$ cat config.mk
export PLATFORM = sky130hd
export DESIGN_NAME = wbc_rr_arbiter
export DESIGN_NICKNAME = d
export VERILOG_FILES = /design/src/rtl/wbc_rr_arbiter.sv
export SDC_FILE = /design/constraint.sdc
export NUM_CORES = 1
export LEC_CHECK = 0
export BUFFER_PORTS_ARGS = -buffer_cell sky130_fd_sc_hd__buf_4
export CAP_MARGIN = 20
export CORE_AREA = 8 8 116 118
export DETAILED_ROUTE_END_ITERATION = 7
export DIE_AREA = 0 0 124 126
export GPL_ROUTABILITY_DRIVEN = 1
export PLACE_DENSITY_LB_ADDON = 0.05
export SYNTH_ARGS = -nofsm -noshare
export SYNTH_HDL_FRONTEND = slang
export SYNTH_SLANG_ARGS = --single-unit
$ cat constraint.sdc
create_clock -name i_clk -period 3.4 [get_ports i_clk]
set_input_delay 0.34 -clock i_clk [delete_from_list [all_inputs] [get_ports i_clk]]
set_output_delay 0.34 -clock i_clk [all_outputs]
set_load 0.1 [all_outputs]
$ cat src/rtl/wbc_rr_arbiter.sv
`default_nettype none
// +----------------------------------------------------------------------------+
// | Module : wbc_rr_arbiter                                                    |
// | Brief  : Round-robin arbiter sharing one classic Wishbone slave port       |
// |          between NM masters; grant is held for the whole bus cycle.        |
// |          Optional slave-hang timeout enabled by macro WBC_ARB_TIMEOUT_EN.  |
// | Rev    : 1.0  initial release                                              |
// +----------------------------------------------------------------------------+
module wbc_rr_arbiter #(
    parameter int NM      = 2,
    parameter int AW      = 30,
    parameter int DW      = 32,
    parameter int TIMEOUT = 255
) (
    input  logic                    i_clk,
    input  logic                    i_reset,
    input  logic [NM-1:0]           i_mcyc,
    input  logic [NM-1:0]           i_mstb,
    input  logic [NM-1:0]           i_mwe,
    input  logic [NM*AW-1:0]        i_maddr,
    input  logic [NM*DW-1:0]        i_mdata,
    input  logic [NM*(DW/8)-1:0]    i_msel,
    output logic [NM-1:0]           o_mack,
    output logic [NM-1:0]           o_merr,
    output logic [NM*DW-1:0]        o_mdata,
    output logic                    o_scyc,
    output logic                    o_sstb,
    output logic                    o_swe,
    output logic [AW-1:0]           o_saddr,
    output logic [DW-1:0]           o_sdata,
    output logic [(DW/8)-1:0]       o_ssel,
    input  logic                    i_sack,
    input  logic                    i_serr,
    input  logic [DW-1:0]           i_sdata,
    output logic [NM-1:0]           o_grant
);

    localparam int         c_SW      = DW / 8;
    localparam int         c_PW      = (NM > 1) ? $clog2(NM) : 1;
    localparam logic [0:0] c_ST_IDLE = 1'b0;
    localparam logic [0:0] c_ST_BUSY = 1'b1;

    logic [0:0]      r_state;
    logic [NM-1:0]   r_grant;
    logic [c_PW-1:0] r_gidx;
    logic [c_PW-1:0] r_ptr;

    logic [NM-1:0]   w_req;
    logic            w_any;
    logic [c_PW-1:0] w_next_idx;
    logic            w_busy;
    logic            w_gcyc;
    logic            w_gstb;
    logic            w_tfire;

    assign w_req  = i_mcyc & i_mstb;
    assign w_busy = (r_state == c_ST_BUSY);
    assign w_gcyc = w_busy & i_mcyc[r_gidx];
    assign w_gstb = w_busy & i_mstb[r_gidx];

    // Scan from the highest offset down so the lowest offset from r_ptr wins.
    always_comb begin
        w_any      = 1'b0;
        w_next_idx = '0;
        for (int k = NM - 1; k >= 0; k--) begin
            logic [c_PW-1:0] w_k_idx;
            w_k_idx = c_PW'((int'(r_ptr) + k) % NM);
            if (w_req[w_k_idx]) begin
                w_any      = 1'b1;
                w_next_idx = w_k_idx;
            end
        end
    end

    always_ff @(posedge i_clk or posedge i_reset) begin
        if (i_reset) begin
            r_state <= c_ST_IDLE;
            r_grant <= '0;
            r_gidx  <= '0;
            r_ptr   <= '0;
        end else begin
            case (r_state)
                c_ST_IDLE: begin
                    if (w_any) begin
                        r_state <= c_ST_BUSY;
                        r_gidx  <= w_next_idx;
                        r_grant <= NM'(1) << w_next_idx;
                    end
                end
                default: begin
                    if (!i_mcyc[r_gidx]) begin
                        r_state <= c_ST_IDLE;
                        r_grant <= '0;
                        r_ptr   <= c_PW'((int'(r_gidx) + 1) % NM);
                    end
                end
            endcase
        end
    end

`ifdef WBC_ARB_TIMEOUT_EN
    localparam int c_TW = $clog2(TIMEOUT + 1);
    logic [c_TW-1:0] r_tcnt;

    assign w_tfire = w_busy & (r_tcnt == c_TW'(TIMEOUT));

    always_ff @(posedge i_clk or posedge i_reset) begin
        if (i_reset) begin
            r_tcnt <= '0;
        end else if (w_gstb && !i_sack && !i_serr && !w_tfire) begin
            r_tcnt <= r_tcnt + 1'b1;
        end else begin
            r_tcnt <= '0;
        end
    end
`else
    // TIMEOUT is never negative, so this never fires.
    assign w_tfire = (TIMEOUT < 0);
`endif

    assign o_grant = r_grant;
    assign o_scyc  = w_gcyc;
    assign o_sstb  = w_gstb & ~w_tfire;
    assign o_swe   = i_mwe[r_gidx];
    assign o_saddr = i_maddr[int'(r_gidx)*AW +: AW];
    assign o_sdata = i_mdata[int'(r_gidx)*DW +: DW];
    assign o_ssel  = i_msel[int'(r_gidx)*c_SW +: c_SW];
    assign o_mdata = {NM{i_sdata}};
    assign o_mack  = r_grant & {NM{w_busy & i_sack}};
    assign o_merr  = r_grant & {NM{w_busy & (i_serr | w_tfire)}};

endmodule
`default_nettype wire
==> flow_summary.toml <==
[run_status]
status = "finished clean"

[logic_synthesis]
yosys-top-cells-area = "mux2_2 (48%), buf_4 (31%), dfrtp_1 (7.9%)"
synth_common_cells = "mux2_2 (67), buf_4 (64), buf_2 (8)"
ys_seq_area_share_pct = 7.94
yosysTopAreaCell = "mux2_2"
async_reset_ff_share_pct = 100
ys_warn_count = 0
yosysMostFrequentCell = "mux2_2"
synth_top_family_by_area = "multiplexers"
synth_compound_area_share_pct = 3.42
synthesis.nets = 347
avgSynthCellArea_sq_um = 9.11
synth_top_area_share_pct = 47.9
synth_xor_area_share_pct = 0
synthAdderAreaFrac_pct = 0
synth-seq-cells = 5
synth.area.mux_share_pct = 49.2
postSynthCellCount = 173
synthFlopType = "dfrtp_1"
synth_area_sq_um = 1580
yosys.area_share.simple_pct = 4.77
ys_types = 19
synth_edf_count = 0

[worst_setup_path]
reg2reg_from = "r_gidx"
r2r_end = "o_grant[1]"
crit_path_start_kind = "flip-flop"
arrival_ps = 1990
crit_start = "r_gidx"
r2r_slack_ps = 1430
cp-endpoint = "o_scyc"
reg2reg_depth = 4
required_ps = 3060
end_kind = "output port"
critPathKind = "reg -> out"
path_max_fanout = 31

[timing]
worst_pin_slew_ps = 718
finalSetupTns_ps = 0
rsz0062_at_grt = "no"
finClkSkew_ps = 1.13
fmax_mhz = 429
fin_crit_sh_pct = 68.6
finalSetupViolCount = 0
finalMaxSlewViolations = 0
finalHoldViolations = 0
slew_headroom_pct = 52.2
min_period_ps = 2330

[grt]
antenna_found_initial = 0
grt_usage_pct = 10.1
grt_pass1_wl_um = 12200
grt-ovfl-total = 0
grt_max_degree = 32
grt_pass1_vias = 1927

[clocking]
cts_tree = "yes"
cts_root_buffer = "clkbuf_16"
clkSlewWorstSetupHoldPaths_ps = 30
cts.sinks = 5
cts_inserted_buffers = 3
post-cts-setup-buffers = 0
ctsLongestPathBuffers = 2
postCtsHoldBufs = 0
cts_resized = 0
clock_latency_ps = 230
cts_max_level = 1

[cells_and_area]
fin_nets = 497
syn_to_final_growth_pct = 87.7
n_fill_cell = 1317
drive_gt1_share_pct = 89.8
diodes = 0
finalNonFillerCells = 469
postLayoutCoreUtil_pct = 25.2

[floorplan]
start_util_pct = 13.5
die_w_um = 124
core_area_sq_um = 11700
die_height_um = 126
fp.dieArea_sq_um = 15600
ios = 313
core.rowCount = 40

[route]
vias = 1744
ant_nets = 0
drcViolationCount = 0
drtIter0Drc = 29
routed_wirelength_um = 8720
vias_per_cell = 3.72
dr.pass1.iters = 3
wl_per_cell_um = 18.6

[flow_run]
drv_cap = 0

[power_and_ir_drop]
leakagePower_nw = 1.51
powerDensity_nw_per_um2 = 1220
ir_worst_vdd_uv = 504

[placed_design]
dp.cells = 465
hpwl_um = 7820
io_buffer_count = 216
gp_congestion = 0.701

[hold_path]
holdCritPathClass = "in -> async"
==> how the worst min path moves through the flow <==
stage | end | start | slack (ps)
3_5_place_dp | o_grant[1] | i_reset | 270
4_1_cts | o_grant[0] | i_reset | 30
3_3_place_gp | o_grant[0] | i_reset | 270
5_1_grt | o_grant[0] | i_reset | 50
2_1_floorplan | o_grant[0] | i_reset | 120
6_report | r_ptr | i_reset | 20
==> report_power, final <==
group,leakage (nW),internal [W],switching [W]
Sequential,0.0583,0.0000868,0.000112
Combinational,1.42,0.000808,0.00240
Clock,0.0382,0.000155,0.0000364
Total,1.51,0.00105,0.00255
==> layer usage <==
metal  GRT usage [%]  share of wire (%)  vias up  wire (um)
li1                -                  -      829          -
met1            9.67                 32      765       2820
met2            19.2                 53      129       4590
met3            3.84                 13       21       1180
met4            3.01                1.5        0        129
met5               0                  0        -          0
==> cells in the final DEF, fill, tap and decap left out <==
master,n
dfrtp_2,1
nor2_1,4
clkbuf_1,1
inv_1,4
and3b_1,1
nor2b_1,1
dfrtp_1,4
or2_1,2
a311oi_1,1
clkbuf_16,3
a21oi_1,2
mux2i_1,2
a211oi_1,1
a221o_1,1
buf_4,217
o21a_1,1
and3_1,4
buf_12,1
o21ai_0,2
mux2_2,67
nand2_1,2
==> logic make-up (layout without fill, tap and decap cells) <==
kind of cell | Yosys count | in the layout
AOI/OAI and AO/OA | 8 | 8
muxes | 69 | 69
buffers and inverters | 77 | 226
DFF | 5 | 5
and+or+nand+nor | 14 | 14
==> final cells by class <==
class,count,area (sq um),area share (%)
clock buffer,4,78.8,2.67
inverter,4,15.0,0.508
multi-input combinational,91,903,30.6
sequential,5,126,4.27
tap,147,184,6.22
timing repair buffer,218,1650,55.8
==> worst max-delay path, stage by stage (launching register included) <==
cell and delay [ps]:
dfrtp_2 820, buf_12 290, mux2i_1 130, nor2_1 180, buf_4 330
==> registers in the layout, summed over array words and instances, names as in the netlist <==
name,cells
o_grant,2
r_gidx,1
r_ptr,1
r_state,1
==> per-stage QoR <==
| stage | hold slack [ps] | setup WS (ps) | total power, W | cell area (sq um) |
|---|---|---|---|---|
| 4_1_cts | 28.7 | 1020 | 0.00363 | 2960 |
| 5_1_grt | 48.6 | 921 | 0.00372 | 2960 |
| 3_3_place_gp | 268 | 1260 | 0.00345 | 2880 |
| 2_1_floorplan | 119 | 1040 | 0.00312 | 1580 |
| 6_report | 21.3 | 1070 | 0.00360 | 2960 |
| 3_5_place_dp | 267 | 1270 | 0.00343 | 2880 |
(Power assumes the default switching activity.)
